## src/rtl/fifo_pkg.sv

```systemverilog
// Shared async FIFO definitions: default depth, pointer/address types and
// binary/gray conversion helpers used by the write- and read-side controllers.
package fifo_pkg;

    localparam int FIFO_DEPTH_BIT_DEFAULT = 4;
    localparam int ALMOST_FULL_TH_DEFAULT = 12;

    localparam int PTR_W  = FIFO_DEPTH_BIT_DEFAULT + 1;
    localparam int ADDR_W = FIFO_DEPTH_BIT_DEFAULT;

    typedef logic [PTR_W-1:0]  ptr_t;
    typedef logic [ADDR_W-1:0] addr_t;

    function automatic ptr_t bin2gray(input ptr_t b);
        return b ^ (b >> 1);
    endfunction

    function automatic ptr_t gray2bin(input ptr_t g);
        ptr_t b;
        b[PTR_W-1] = g[PTR_W-1];
        for (int i = PTR_W - 2; i >= 0; i--) begin
            b[i] = b[i+1] ^ g[i];
        end
        return b;
    endfunction

endpackage

```

## src/rtl/fifo_gray2bin.sv

```systemverilog
// Gray to binary converter. Each binary bit is the XOR of all gray bits at
// and above it, i.e. the MSB-first prefix XOR of the gray code.
module fifo_gray2bin
    import fifo_pkg::*;
#(
    parameter int WIDTH = PTR_W
) (
    input  logic [WIDTH-1:0] gray,
    output logic [WIDTH-1:0] bin
);

    genvar i;
    for (i = 0; i < WIDTH; i++) begin : g_bit
        assign bin[i] = ^gray[WIDTH-1:i];
    end

endmodule

```

## src/rtl/async_fifo_wr_ctrl.sv

```systemverilog
// Write-side pointer and full-flag controller of the async FIFO (w_clk domain).
// read_addr_gray_sync must already be synchronized into w_clk; no sync flops here.
// Optional macro FIFO_WR_LEVEL_EN adds the registered wr_level / almost_full
// status (and the gray-to-binary converter they need); otherwise both are 0.
module async_fifo_wr_ctrl
    import fifo_pkg::*;
#(
    parameter int FIFO_DEPTH_BIT = FIFO_DEPTH_BIT_DEFAULT,
    parameter int ALMOST_FULL_TH = ALMOST_FULL_TH_DEFAULT
) (
    input  logic                      w_clk,
    input  logic                      w_rst,
    input  logic                      w_en,
    input  logic [FIFO_DEPTH_BIT:0]   read_addr_gray_sync,
    output logic [FIFO_DEPTH_BIT:0]   write_addr_gray,
    output logic                      mem_we,
    output logic [FIFO_DEPTH_BIT-1:0] mem_waddr,
    output logic                      full,
    output logic                      wr_err,
    output logic                      almost_full,
    output logic [FIFO_DEPTH_BIT:0]   wr_level
);

    localparam int N = FIFO_DEPTH_BIT;

    logic [N:0] wptr_bin;
    logic [N:0] wptr_next;
    logic [N:0] gray_next;
    logic [N:0] full_match;
    logic       accept;

    // A threshold above the depth is legal but almost_full can then never assert.
    if (ALMOST_FULL_TH > (1 << FIFO_DEPTH_BIT)) begin : g_af_th_unreachable
    end

    assign accept     = w_en & ~full;
    // full is already 0 during reset, so w_rst gating is what drops an in-flight write.
    assign mem_we     = accept & ~w_rst;
    assign mem_waddr  = wptr_bin[N-1:0];
    assign wptr_next  = wptr_bin + {{N{1'b0}}, accept};
    assign gray_next  = wptr_next ^ (wptr_next >> 1);
    // Full when write pointer is exactly one lap ahead: top two gray bits inverted.
    assign full_match = {~read_addr_gray_sync[N:N-1], read_addr_gray_sync[N-2:0]};

    // Pointer, published gray pointer, full and overflow-error registers.
    always_ff @(posedge w_clk or posedge w_rst) begin
        if (w_rst) begin
            wptr_bin        <= '0;
            write_addr_gray <= '0;
            full            <= 1'b0;
            wr_err          <= 1'b0;
        end else begin
            wptr_bin        <= wptr_next;
            write_addr_gray <= gray_next;
            full            <= (gray_next == full_match);
            wr_err          <= w_en & full;
        end
    end

`ifdef FIFO_WR_LEVEL_EN
    logic [N:0] rptr_bin;
    logic [N:0] level_next;

    fifo_gray2bin #(
        .WIDTH (N + 1)
    ) u_rsync_g2b (
        .gray (read_addr_gray_sync),
        .bin  (rptr_bin)
    );

    // Modulo subtraction gives occupancy 0..2**N directly, wrap included.
    assign level_next = wptr_next - rptr_bin;

    // Occupancy and almost_full, registered on the same edge as full.
    always_ff @(posedge w_clk or posedge w_rst) begin
        if (w_rst) begin
            wr_level    <= '0;
            almost_full <= 1'b0;
        end else begin
            wr_level    <= level_next;
            almost_full <= ({1'b0, level_next} >= (N + 2)'(ALMOST_FULL_TH));
        end
    end
`else
    assign wr_level    = '0;
    assign almost_full = 1'b0;
`endif

endmodule

```

## config.mk

```make
export PLATFORM = sky130hd
export DESIGN_NAME = async_fifo_wr_ctrl
export DESIGN_NICKNAME = d
export VERILOG_FILES = /design/src/rtl/fifo_pkg.sv /design/src/rtl/fifo_gray2bin.sv /design/src/rtl/async_fifo_wr_ctrl.sv
export SDC_FILE = /design/constraint.sdc
export NUM_CORES = 1
export LEC_CHECK = 0
export CORE_MARGIN = 2
export CORE_UTILIZATION = 36
export DETAILED_ROUTE_END_ITERATION = 12
export PLACE_DENSITY = 0.71
export SYNTH_ARGS = -nofsm -noshare
export SYNTH_HDL_FRONTEND = slang
export SYNTH_SLANG_ARGS = --single-unit
```

## constraint.sdc

```tcl
create_clock -name w_clk -period 2 [get_ports w_clk]
set_clock_uncertainty 0.2 [all_clocks]
set_input_delay 0.5 -clock w_clk [delete_from_list [all_inputs] [get_ports w_clk]]
set_output_delay 0.5 -clock w_clk [all_outputs]
set_load 0.03 [all_outputs]
```

==> reports/results.ini <==
[worst_setup_path]
path_cells = clkdlybuf4s50_1
crit_type = flop to output port
path_buf_inv = 1
required_ns = 1.30
crit_path_start_kind = flop
critPathSlowestCell = clkdlybuf4s50_1
critical_path.max_stage_delay_ns = 0.66
critPathTopFamily = buffers and inverters
endpoint_kind = output port
arrival_ns = 1.26
cp_max_fo = 1

[synth]
synth_cell_type_count = 21
yosys.area_share.adder = 0.0417
synthSimpleGateAreaFrac = 0.0917
synthXorXnorAreaFrac = 0.256
netlist_instances = 50
ys_warn_count = 0
syn-cell-area_um2 = 601
synth_compound_area_frac = 0.0646
synth-seq-area-share = 0.458
synth_top_family_by_area = XOR/XNOR gates
postSynthAreaPerCell_um2 = 12.0
synthMuxAreaShare = 0
ys_ff_latch = 11

[die]
core-area_mm2 = 0.00154
die_w_um = 44.8
die_y_um = 44.8
ios = 26
num_rows = 14
initial_core_util = 0.390
dieArea_mm2 = 0.00201

[placed_design]
port_buffers = 19
finalWeightedCongestion = 0.803
dp_cells = 97
dp_hpwl_um = 911

[final_layout]
multiInputGateArea_um2 = 347
final_cell_mix = buf_4, dfrtp_1, xor2_1, clkdlybuf4s50_1
drive_gt1_frac = 0.306
nets = 96
fin_cells = 101
seq_area_um2 = 277
layout_commonest_cell = buf_4
areaGrowthSynthToFinish_pct = 60.8
nFillCells = 122
diodes = 0

[pwr]
p_switching_mw = 0.780
pwr-share-seq = 0.212
p_per_area_mw_per_mm2 = 1890
sw_frac_of_total = 0.428
ir_worst_vdd_uv = 993
intPower_mw = 1.04
p_clk_frac = 0.086
p_comb_frac = 0.702
p_leak_nw = 0.505
power_mw = 1.82

[timing]
hold_viol = 0
fmax_mhz = 511
maxSlewViolCount = 0
timing.final.crit_share = 0.979
rsz0062_at_grt = true
fin_crit_ns = 1.96
finalSetupViolCount = 0

[clock_network]
numCtsBuffers = 3
cts_root_buf = clkbuf_4
clock-sinks = 11
cts_setup_buffers = 0
insertion_delay_ns = 0.28
cts-htree-levels = 1
cts_tree = yes
clockBufferDepth = 2
clk_pin_slew_ns = 0.08

[routing]
wire_per_inst_um = 12.0
viasPerCell = 4.46
wl_um = 1220
route.detailed.drc = 0
wl_met3_um = 96
vias = 450
met2WireLength_um = 593
first_pass_iters = 2
highest_layer = met4
met1Wirelength_um = 511
drtIter0Drc = 1
antenna_left = 0

[grt]
grt_max_degree = 12
gr-usage-all-layers = 0.144
grt_pass1_wl_um = 2040
antenna_found_initial = 0
globalRoute.totalOverflow = 0
grt_pass1_vias = 459

[hold_path]
hold_class = input port to async pin

[status]
status = finished clean

[run]
max_cap_violations = 0

-- cell usage after synthesis --
cell type | count | area [um^2]
ha_1 | 2 | 25.0
xnor3_4 | 1 | 26.3
conb_1 | 1 | 3.75
a21oi_1 | 1 | 5.00
a21boi_0 | 2 | 15.0
and4b_1 | 1 | 10.0
dfrtp_1 | 11 | 275
or3_1 | 1 | 6.26
xor2_1 | 8 | 70.1
a31oi_1 | 1 | 6.26
nor2b_1 | 1 | 6.26
xnor2_1 | 4 | 35.0
buf_4 | 6 | 45.0
and2_1 | 2 | 12.5
o21a_1 | 1 | 7.51
xnor3_1 | 1 | 22.5
nor2_1 | 1 | 3.75
nand4_1 | 1 | 6.26
nand3_1 | 2 | 10.0
inv_1 | 1 | 3.75
o21ai_0 | 1 | 5.00
-- final timing paths --
check | startpoint | endpoint | slack [ns] | depth (start not counted)
worst max-delay path | write_addr_gray[2]$_DFF_PP0_ | write_addr_gray[2] | 0.04 | 1
worst min-delay path | w_rst | wr_err$_DFF_PP0_ | 0.04 | 3
worst max register to register | full$_DFF_PP0_ | full$_DFF_PP0_ | 0.06 | 7
worst min register to register | full$_DFF_PP0_ | wr_err$_DFF_PP0_ | 0.36 | 1
max in group asynchronous | w_rst | full$_DFF_PP0_ | 1.40 | 3
min in group w_clk | w_en | wr_err$_DFF_PP0_ | 0.36 | 2
-- cell type report --
class / count / area share
clock inverters: 1 / 0.00518
flip-flops and latches: 11 / 0.286
clock buffers: 3 / 0.0233
repair buffers: 32 / 0.302
well taps: 16 / 0.0207
multi-input cells: 37 / 0.359
inverters: 1 / 0.00389
-- cell families (layout without fill, tap and decap cells) --
group | after synthesis | in the layout
flops | 11 | 11
simple gates | 9 | 9
xor+xnor | 14 | 14
other cells | 1 | 6
fa+ha+maj | 2 | 2
compound gates | 6 | 6
buf+inv | 7 | 37
-- worst min-delay path, stage by stage --
cell,delay [ns]
dlymetal6s2s_1,0.12
inv_1,0.06
buf_4,0.19
-- through the flow --
| stage | setup TNS (ns) | cell area (um^2) | util | setup WS [ns] | hold WS (ns) |
|---|---|---|---|---|---|
| 6_report | 0 | 966 | 0.627 | 0.0424 | 0.0404 |
| 5_1_grt | -0.0521 | 966 | 0.627 | -0.0521 | 0.0750 |
| 4_1_cts | 0 | 943 | 0.612 | 0.00260 | 0.332 |
| 3_5_place_dp | -2.46 | 913 | 0.593 | -0.540 | 0.340 |
| 3_3_place_gp | -2.20 | 913 | 0.593 | -0.515 | 0.334 |
| 2_1_floorplan | 0 | 653 | - | 0.00101 | 0.157 |
-- power groups by stage --
stage	combinational (mW)	clock (mW)	sequential (mW)
2_1_floorplan	0.505	0	0.653
3_5_place_dp	1.28	0	0.396
6_report	1.28	0.157	0.387
3_3_place_gp	1.27	0	0.392
4_1_cts	1.26	0.165	0.391
5_1_grt	1.38	0.175	0.401
-- state kept, by name, indices dropped and copies added, names as in the netlist --
name	flops
wptr_bin	5
wr_err	1
write_addr_gray	4
full	1
-- layer usage --
metal / vias up / track usage
met5: - / 0
met2: 18 / 0.220
li1: 225 / -
met3: 2 / 0.0320
met1: 205 / 0.186
met4: 0 / 0.0882
-- timing repair --
item / in CTS / in global routing
hold buffers: 0 / 0
pin swaps: 3 / 2
setup endpoints to repair: 11 / 6
resized for setup: 9 / 9
No activity file was read; power rests on OpenSTA's default activity.
==> RTL change (same settings) <==
Put one more register stage on the output `wr_err`, without a reset. The value now appears one clock later. The other outputs are not delayed to match.
--- a/src/rtl/async_fifo_wr_ctrl.sv
+++ b/src/rtl/async_fifo_wr_ctrl.sv
@@ -22,6 +22,8 @@
 );
 
     localparam int N = FIFO_DEPTH_BIT;
+
+    logic wr_err_s0;
 
     logic [N:0] wptr_bin;
     logic [N:0] wptr_next;
@@ -48,12 +50,12 @@
             wptr_bin        <= '0;
             write_addr_gray <= '0;
             full            <= 1'b0;
-            wr_err          <= 1'b0;
+            wr_err_s0       <= 1'b0;
         end else begin
             wptr_bin        <= wptr_next;
             write_addr_gray <= gray_next;
             full            <= (gray_next == full_match);
-            wr_err          <= w_en & full;
+            wr_err_s0       <= w_en & full;
         end
     end
 
@@ -86,5 +88,9 @@
     assign almost_full = 1'b0;
 `endif
 
+    always_ff @(posedge w_clk) begin
+        wr_err <= wr_err_s0;
+    end
+
 endmodule
 
Formal check against the unedited RTL: not equivalent (Yosys sat finds a counterexample within 4 cycles, from zero or initial values and one cycle with w_rst high).
==> RTL change against the original RTL <==
The run now ends with DRC left. Sequential share of layout area is 2.1 points higher. Sequential power increased by 8.0%. Via count grew 0.67%. Combinational power is 5% lower. Fmax is 1.1% lower. Synthesized area grew 3.3%. Wire length shrank 6.9%. Setup slack got worse by 0.021 ns. Sequential cell count up 1. Global-route usage fell by 1.8 points. Total power decreased by 2.1%. Critical path type is now input pin to output pin. Register-to-register slack about the same. Utilization shrank 4.8 points. Cell area unchanged.
==> RTL change: results (changes against the original RTL) <==
The reported sequential group power is 418 µW (+8.0%). Master of the slowest instance on the critical path: sky130_fd_sc_hd__clkdlybuf4s50_1. The remaining routing DRC violations is 1 (+1), and the async set-reset flop share out of synthesis is 0.917 (-0.0833).

The routed wire length on met3 came out at 78 µm (-19%). The maximum clock insertion buffer count was 2 (unchanged); the final wirelength was 1130 µm (-6.9%). The run gives 12 (unchanged) as the largest net degree at the start of global routing. The number of distinct library cells after synthesis is 22 (+4.8%), and the mean number of vias per cell is 4.40 (-1.3%). The tools report the sequential share of the synthesized area as 0.476 (+0.0175). The met1 usage in global routing was 0.151 (-0.0349); the final critical delay including setup and external delays was 1.98 ns (+0.0212 ns). The fraction of layout instances using a drive strength above 1 is 0.279 (-0.0268). The number of warnings reported in the yosys synthesis log is 0 (unchanged), and the clock edge transition at the registers on the reported setup and hold paths is 0.07 ns. The startpoint of the tightest hold check path was wr_err_s0. The placed instance count was 98 (+1.0%). The placement-stage cell area is 927 µm² (+1.5%), and the switching power is 748 µW (-4.1%). Global placer's final weighted congestion: 0.737 (-8.2%).

Post-synthesis adder-cell area fraction: 0.0403 (-0.00134). The run gives 0.000481 µW (-4.7%) as the static leakage. Global-route usage over all layers: 0.127 (-0.0175). The logs give 481 µm (-5.9%) for the wire length on met1 and 902 µm (-0.99%) for the placed wire-length estimate. The run gives 1.28 ns (+0.02 ns) as the data arrival time of the critical path.

The worst hold margin was 0.144 ns (+0.104 ns). The class of the worst hold path was flip-flop to flip-flop. The number of global-route vias before repair was 443 (-3.5%). After synthesis, the cell types taking the most area are sky130_fd_sc_hd__dfrtp_1 44%, sky130_fd_sc_hd__xor2_1 11%, sky130_fd_sc_hd__buf_4 7.3%. The global-route wire length before repair was 1840 µm (-9.8%); the worst slack at placement was -0.564 ns (-0.0240 ns). The highest layer touched by signal routing is met3. The number of DRC markers after the initial detailed-route iteration was 1 (unchanged); the length in cells of the worst reg-to-reg path was 7 (unchanged). The average wire length per cell after detail routing came out at 11.0 µm (-8.7%). The tools report the reg-to-reg startpoint as full. The tools report the worst voltage drop across the vdd grid as 0.868 mV (-13%). The tools report the net total in the final layout as 97 (+1.0%).

The final reports fail on DRC. The met2 usage was 0.208 (-0.0118); the area fraction in compound gates after synthesis was 0.0625 (-0.00208). The power per unit of standard cell area was 1850 nW/µm² (-2.1%). The flow ran to the end, but the final reports show violations.

The delay of the slowest cell on the worst path came out at 0.46 ns (-0.20 ns). The critical path's top delay family is buffers and inverters. The number of instances in the synthesized netlist is 51 (+2.0%), and the highest net fanout along the worst path is 2 (+1). The share of the synthesized netlist area taken by xor and xnor gates was 0.248 (-0.00827); the met3 track utilization from global routing was 0.0635 (+0.0315). The detailed-router iteration count before antenna repair was 8 (+6); the area fraction of the dominant cell type after synthesis was 0.444 (-0.0148). The run gives 571 µm (-3.7%) as the routed length on met2.
## RTL change: cell types whose count changed after synthesis
| cell | delta |
|---|---|
| sky130_fd_sc_hd__dfxtp_1 | +1 |
## RTL change: worst max-delay path by stage
stage | startpoint | to | slack, ns | cells after the start
2_1_floorplan | w_en | full | 0.001 | 7
3_3_place_gp | w_en | full | -0.51 | 8
3_5_place_dp | w_en | full | -0.56 | 8
4_1_cts | full | full | -0.02 | 7
5_1_grt | full | full | -0.02 | 8
6_report | w_rst | mem_we | 0.02 | 4
## RTL change: area by class of cell
type / instances / area [µm²]
Multi-Input combinational cell: 37 / 332
Clock buffer: 4 / 26.3
Fill cell: 149 / 704
Timing Repair Buffer: 32 / 287
Tap cell: 17 / 21.3
Sequential cell: 12 / 297
Inverter: 1 / 3.75
## RTL change: timing repair
action | in CTS | in global routing
pin swaps | 4 | 4
resized for setup | 11 | 4
buffers inserted | 1 | 0
endpoints found under the setup margin | 10 | 4
